File: config.mk
export PLATFORM = sky130hd
export DESIGN_NAME = mem_wr_stage
export DESIGN_NICKNAME = d
export VERILOG_FILES = /design/src/rtl/cpu_pipe_pkg.sv /design/src/rtl/pipe_reg_en.sv /design/src/rtl/mem_wr_stage.sv
export SDC_FILE = /design/constraint.sdc
export NUM_CORES = 1
export LEC_CHECK = 0
export BUFFER_PORTS_ARGS = -buffer_cell sky130_fd_sc_hd__buf_4
export CAP_MARGIN = 20
export CORE_MARGIN = 3
export CORE_UTILIZATION = 47
export DETAILED_ROUTE_END_ITERATION = 7
export GPL_TIMING_DRIVEN = 0
export PLACE_DENSITY_LB_ADDON = 0.15
export SLEW_MARGIN = 10
export SYNTH_ARGS = -nofsm -noshare
export SYNTH_HDL_FRONTEND = slang
export SYNTH_SLANG_ARGS = --single-unit
export TNS_END_PERCENT = 50
File: constraint.sdc
create_clock -name clk -period 2 [get_ports clk]
set_input_delay 0.4 -clock clk [delete_from_list [all_inputs] [get_ports clk]]
set_output_delay 0.4 -clock clk [all_outputs]
set_load 0.01 [all_outputs]
File: src/rtl/cpu_pipe_pkg.sv
// cpu_pipe_pkg: shared pipeline types and constants for the CPU datapath.
package cpu_pipe_pkg;
  localparam int XLEN = 64;
  localparam int ZERO_REG = 31;
  typedef logic [4:0] reg_idx_t;
endpackage

File: src/rtl/pipe_reg_en.sv
// pipe_reg_en: width-parametrised register with async active-low reset, sync clear and hold-enable.
module pipe_reg_en #(
  parameter int W = 1
) (
  input  logic         clk,
  input  logic         reset,
  input  logic         clr,
  input  logic         en,
  input  logic [W-1:0] d,
  output logic [W-1:0] q
);
  always_ff @(posedge clk or negedge reset)
    if (!reset) q <= '0;
    else if (clr) q <= '0;
    else if (en) q <= d;
endmodule

File: src/rtl/mem_wr_stage.sv
// mem_wr_stage: MEM->WR pipeline register with valid, stall/flush, X31 write suppression and forwarding hits.
// Optional MEMWR_PERF_CNT_EN adds saturating stall_cnt/bubble_cnt outputs.
module mem_wr_stage
  import cpu_pipe_pkg::*;
#(
  parameter int DATA_W   = XLEN,
  parameter int REG_W    = $bits(reg_idx_t),
  parameter int NUM_FWD  = 2,
  parameter int ZERO_REG = cpu_pipe_pkg::ZERO_REG
) (
  input  logic                     clk,
  input  logic                     reset,
  input  logic                     stall,
  input  logic                     flush,
  input  logic                     Mem_valid,
  input  logic                     Mem_RegWE,
  input  logic [REG_W-1:0]         Mem_Rd,
  input  logic [DATA_W-1:0]        Mem_data,
  output logic                     Wr_valid,
  output logic                     Wr_RegWE,
  output logic [REG_W-1:0]         Wr_Rd,
  output logic [DATA_W-1:0]        Wr_data,
  input  logic [NUM_FWD*REG_W-1:0] fwd_src,
`ifdef MEMWR_PERF_CNT_EN
  output logic [31:0]              stall_cnt,
  output logic [31:0]              bubble_cnt,
`endif
  output logic [NUM_FWD-1:0]       fwd_hit
);
  logic w_we;
  assign w_we = Mem_valid & Mem_RegWE & (Mem_Rd != REG_W'(ZERO_REG));
  pipe_reg_en #(.W(2)) u_ctl (
    .clk(clk), .reset(reset), .clr(flush), .en(!stall),
    .d({Mem_valid, w_we}), .q({Wr_valid, Wr_RegWE})
  );
  // Payload is never cleared; a flush simply leaves it stale behind valid=0.
  pipe_reg_en #(.W(REG_W + DATA_W)) u_pay (
    .clk(clk), .reset(reset), .clr(1'b0), .en(!stall && !flush),
    .d({Mem_Rd, Mem_data}), .q({Wr_Rd, Wr_data})
  );
  for (genvar i = 0; i < NUM_FWD; i++) begin : g_fwd
    assign fwd_hit[i] = Wr_RegWE & (Wr_Rd == fwd_src[i*REG_W +: REG_W]);
  end
`ifdef MEMWR_PERF_CNT_EN
  logic [31:0] r_stall_cnt, r_bubble_cnt;
  always_ff @(posedge clk or negedge reset)
    if (!reset) begin
      r_stall_cnt  <= '0;
      r_bubble_cnt <= '0;
    end else begin
      if (stall && !flush && r_stall_cnt != '1) r_stall_cnt <= r_stall_cnt + 32'd1;
      if ((flush || (!stall && !Mem_valid)) && r_bubble_cnt != '1) r_bubble_cnt <= r_bubble_cnt + 32'd1;
    end
  assign stall_cnt  = r_stall_cnt;
  assign bubble_cnt = r_bubble_cnt;
`endif
endmodule

After elaboration in Yosys (flattened, before gate mapping)
Cells that the tools add are included.
{"block": "totals", "reg_bits": 71, "in_bits": 85, "elab_cells": 15}
{"block": "classes", "eq_ne": 4, "muxes": 2, "bitwise": 4, "n_reduce_logical": 3}
{"op": "$eq 5x5->1", "count": 2}
{"op": "$ne 5x5->1 const B", "count": 1}
{"op": "$and 1x1->1", "count": 4}
{"op": "$mux 2", "count": 2}
{"op": "$logic_not 1->1", "count": 2}
{"op": "$ne 2x1->1 const B", "count": 1}
{"op": "$logic_and 1x1->1", "count": 1}

Logic depth before layout (Yosys ltp)
{"block": "logic_depth", "ltp_word": 4, "ltp_mapped": 4, "mapped_depth_nobuf": 3}

By module
A second synthesis with hierarchy kept.
{"block": "unflattened", "cells_unflattened": 249, "area_unflattened_um2": 3002.9}
{"mod": "pipe_reg_en at u_pay", "n_inst": 1, "cells_each": 223, "area_per_inst_um2": 2785.2, "seq_area_each_um2": 1726.7}
{"mod": "mem_wr_stage", "n_inst": 1, "cells_each": 20, "area_per_inst_um2": 140.1, "seq_area_each_um2": 0.0}
{"mod": "pipe_reg_en at u_ctl", "n_inst": 1, "cells_each": 6, "area_per_inst_um2": 77.6, "seq_area_each_um2": 50.0}

Worst setup path before layout
OpenSTA, ideal clock, no wires.
{"block": "synth_path", "kind": "register to output", "start": "register u_pay.q[66]", "end": "output fwd_hit[0]", "t_arrival_ns": 1.054, "t_required_ns": 1.600, "path_slack_ns": 0.546, "stages_incl_launch_ff": 4, "path_cell_list": "dfrtp_1 xor2_1 nor4_1 and3_1"}
{"block": "synth_between", "elab_chain_len": 2}
{"element": "from (decl)", "line_no": "pipe_reg_en.sv:10", "source": "output logic [W-1:0] q"}
{"element": "from (signal assigned)", "line_no": "pipe_reg_en.sv:13", "source": "if (!reset) q <= '0;"}
{"element": "from (signal assigned)", "line_no": "pipe_reg_en.sv:14", "source": "else if (clr) q <= '0;"}
{"element": "from (signal assigned)", "line_no": "pipe_reg_en.sv:15", "source": "else if (en) q <= d;"}
{"element": "$eq 5x5->1", "line_no": "mem_wr_stage.sv:42", "source": "assign fwd_hit[i] = Wr_RegWE & (Wr_Rd == fwd_src[i*REG_W +: REG_W]);"}
{"element": "$and 1x1->1", "line_no": "mem_wr_stage.sv:42"}
{"element": "to (decl)", "line_no": "mem_wr_stage.sv:28", "source": "output logic [NUM_FWD-1:0] fwd_hit"}
Every way passes these cells.

Worst setup path after layout
{"block": "layout_path", "start": "register u_pay.q[66]", "end": "output fwd_hit[1]"}
The elaborated chain is that of the path after synthesis.

==> summary.txt <==
Setup path
  – WP buf/inv: 2
  – CP top delay family: flip-flops
  – WP data required: 1600 ps
  – CP max stage cell: dfrtp_1
  – Worst-path fanout max: 4
  – Worst r2r src: u_pay.q[68]
  – CP endpoint kind: output pin
  – Reg-to-reg setup timing slack: around 1200 ps
  – Arr. time, crit path: around 1500 ps
  – Startpoint types: register
  – CP max stage delay: between 400 and 500 ps
  – Worst reg2reg path endpoint: u_pay.q[68]
  – Crit-path most repeated cell: buf_4
  – Critical path class: register to output pin
  – Worst R2R Path Depth: 1
  – Worst-path cell chain: buf_4 -> xor2_1 -> nor4_1 -> and3_1 -> buf_4
  – Critical path depth in cells: 5

STA
  – Period utilisation layout: a little over nine tenths
  – Final setup viols: 0
  – Skew final: 0 ps
  – Fin crit period: between 1500 and 2000 ps
  – Worst-Margin Slew: between 800 and 900 ps
  – Slew HR: ~43%
  – Fin. max-slew vios: 0
  – Setup TNS: 0 ps
  – Hold Vio Cnt, Final: 0
  – Fmax achieved: 0.517 GHz

Finish
  – Final net count: 425
  – Final Cell Area: 4270 um2
  – ANT cells: 0
  – Share of layout cells above drive strength 1: approximately 73%
  – Area delta synth->final: 52.4%

Run status
  – Status: finished, final reports clean

Global routing
  – Global Route Usage Sum: approximately 20%
  – Total grt overflow: 0
  – First-pass GRT wire length: about 11 mm
  – Largest net degree at the start of global routing: 72
  – Vias in the first global route: between 2000 and 2500
  – Initial antenna violation count: 0

Synthesis
  – Syn_nets: 255
  – Syn Std Cell Area: around 2800 um2
  – Count leader, synth: dfrtp_1
  – Ys async rst share: 100%
  – Post-synth top cells: 71 x dfrtp_1, 69 x mux2_2, 8 x xor2_1
  – Unique masters post-synth: 14
  – Cells after synthesis: 170
  – Mean Syn Cell Area: between 15 and 20 um2
  – Synth area leader: dfrtp_1
  – Warnings from Yosys: 0
  – Yosys reg bits: a little over 70
  – Post-synth top area share: between 60 and 70%
  – Top FF cell, synth: dfrtp_1
  – Post-synth EDFFs: 0
  – Top post-synthesis cells by area: dfrtp_1 63%, mux2_2 28%, buf_6 2.8%, xor2_1 2.5%, xnor2_1 0.63%
  – Sequential fraction of the synthesis area: 63.4%

Min path
  – Worst hold path class: input pin to async pin

Floorplan
  – Die Area: 6920 um2
  – Total I/O pin count: ~160
  – CORE AREA: roughly 5600 um2
  – DIE HEIGHT: roughly 83 um
  – FP Rows: 27
  – Die width: about 83 um
  – Starting density of the core: between 40% and 50%

Flow run
  – Max cap viols: 0

Pwr
  – P_leak: between 2 and 2.5 nW
  – Power per cell area: 873 nW/um2
  – VDD IR max: between 0.6 and 0.7 mV

CTS
  – Clock Path Buffers: 2
  – Clk_lat worst skew: 340 ps
  – Clk root buf: clkbuf_8
  – Post_cts resized: 0
  – H-tree lvl count: 3
  – Cts bufs inserted: 9
  – Clk sinks: 71
  – Post-CTS Setup Bufs: 0
  – CTS tree: yes
  – Hold buffers post-CTS: 0
  – Worst-path clk slew: around 70 ps

Placed design
  – Number of port buffers: approximately 160
  – GPL Wtd Cong: around 0.80
  – Area after DPL: around 4000 um2
  – Post-DP HPWL: just over 5 mm

Detailed routing
  – DRC violations left: 0
  – Per-cell routed wire length: 16.2 um
  – First-pass iteration count of the detailed router: 4
  – WL final: roughly 6.7 mm
  – Vias per cell: roughly 4.8
  – Routed vias: ~2000
  – Antenna-violating nets left: 0
  – Initial DRC Count: 28
## stage by stage
stage	setup slack [ps]	hold slack (ps)	utilization [%]	instances	total power, mW
final	64.7	178	75.6	416	3.73
after global routing	-3.13	239	75.6	416	3.90
after CTS	88.5	197	75.4	414	3.76
after detailed placement	381	497	72.1	399	2.71
after global placement	397	490	72.1	399	2.68
after floorplan	546	104	-	170	2.15
## state kept, by name (all words and copies together), names as in the netlist
signal,cells
u_ctl.q,2
u_pay.q,69
## final cells by class
cell class | instances | area (um2)
buffer | 7 | 78.8
clock buffer | 12 | 165
clock inverter | 3 | 17.5
fill | 405 | 1380
multi-input combinational | 92 | 945
sequential | 71 | 1780
tap | 72 | 90.1
timing repair buffer | 159 | 1190
## power by group
part	leakage, nW	internal [mW]	total, mW	switching (mW)
combinational	1.14	0.563	0.910	0.347
clock	0.0942	0.541	1.05	0.509
sequential	0.837	1.64	1.77	0.122
## routing by layer
layer	track usage [%]	vias to the layer above	share of wire, %
li1	-	938	-
met2	34.0	100	50
met5	0	-	0
met4	8.62	0	1.9
met1	22.9	963	38
met3	7.54	13	10
## worst max-delay path by stage
stage,startpoint,endpoint,slack [ps]
detailed placement,fwd_src[5],fwd_hit[1],380
floorplan,u_pay.q[66],fwd_hit[0],550
global placement,fwd_src[5],fwd_hit[1],400
finish,u_pay.q[66],fwd_hit[1],60
global route,u_pay.q[65],fwd_hit[0],-3
CTS,u_pay.q[67],fwd_hit[0],90
## layout by cell type, fill, tap and decap left out, types with 7 or more instances in the layout
cell type  Yosys  layout
dfrtp_1       71      71
xor2_1         8       8
mux2_2        69      69
buf_6          7       7
clkbuf_8       0      12
buf_4          0     159
## cells by family after synthesis
family / after synthesis / synth area share, %
muxes: 70 / 28.1
xor gates and xnor gates: 10 / 3.13
AOI/OAI and AO/OA: 1 / 0.179
and+or+nand+nor: 11 / 2.32
DFF: 71 / 63.4
buffers and inverters: 7 / 2.82
Note: power is estimated with default switching activity, not from simulation.
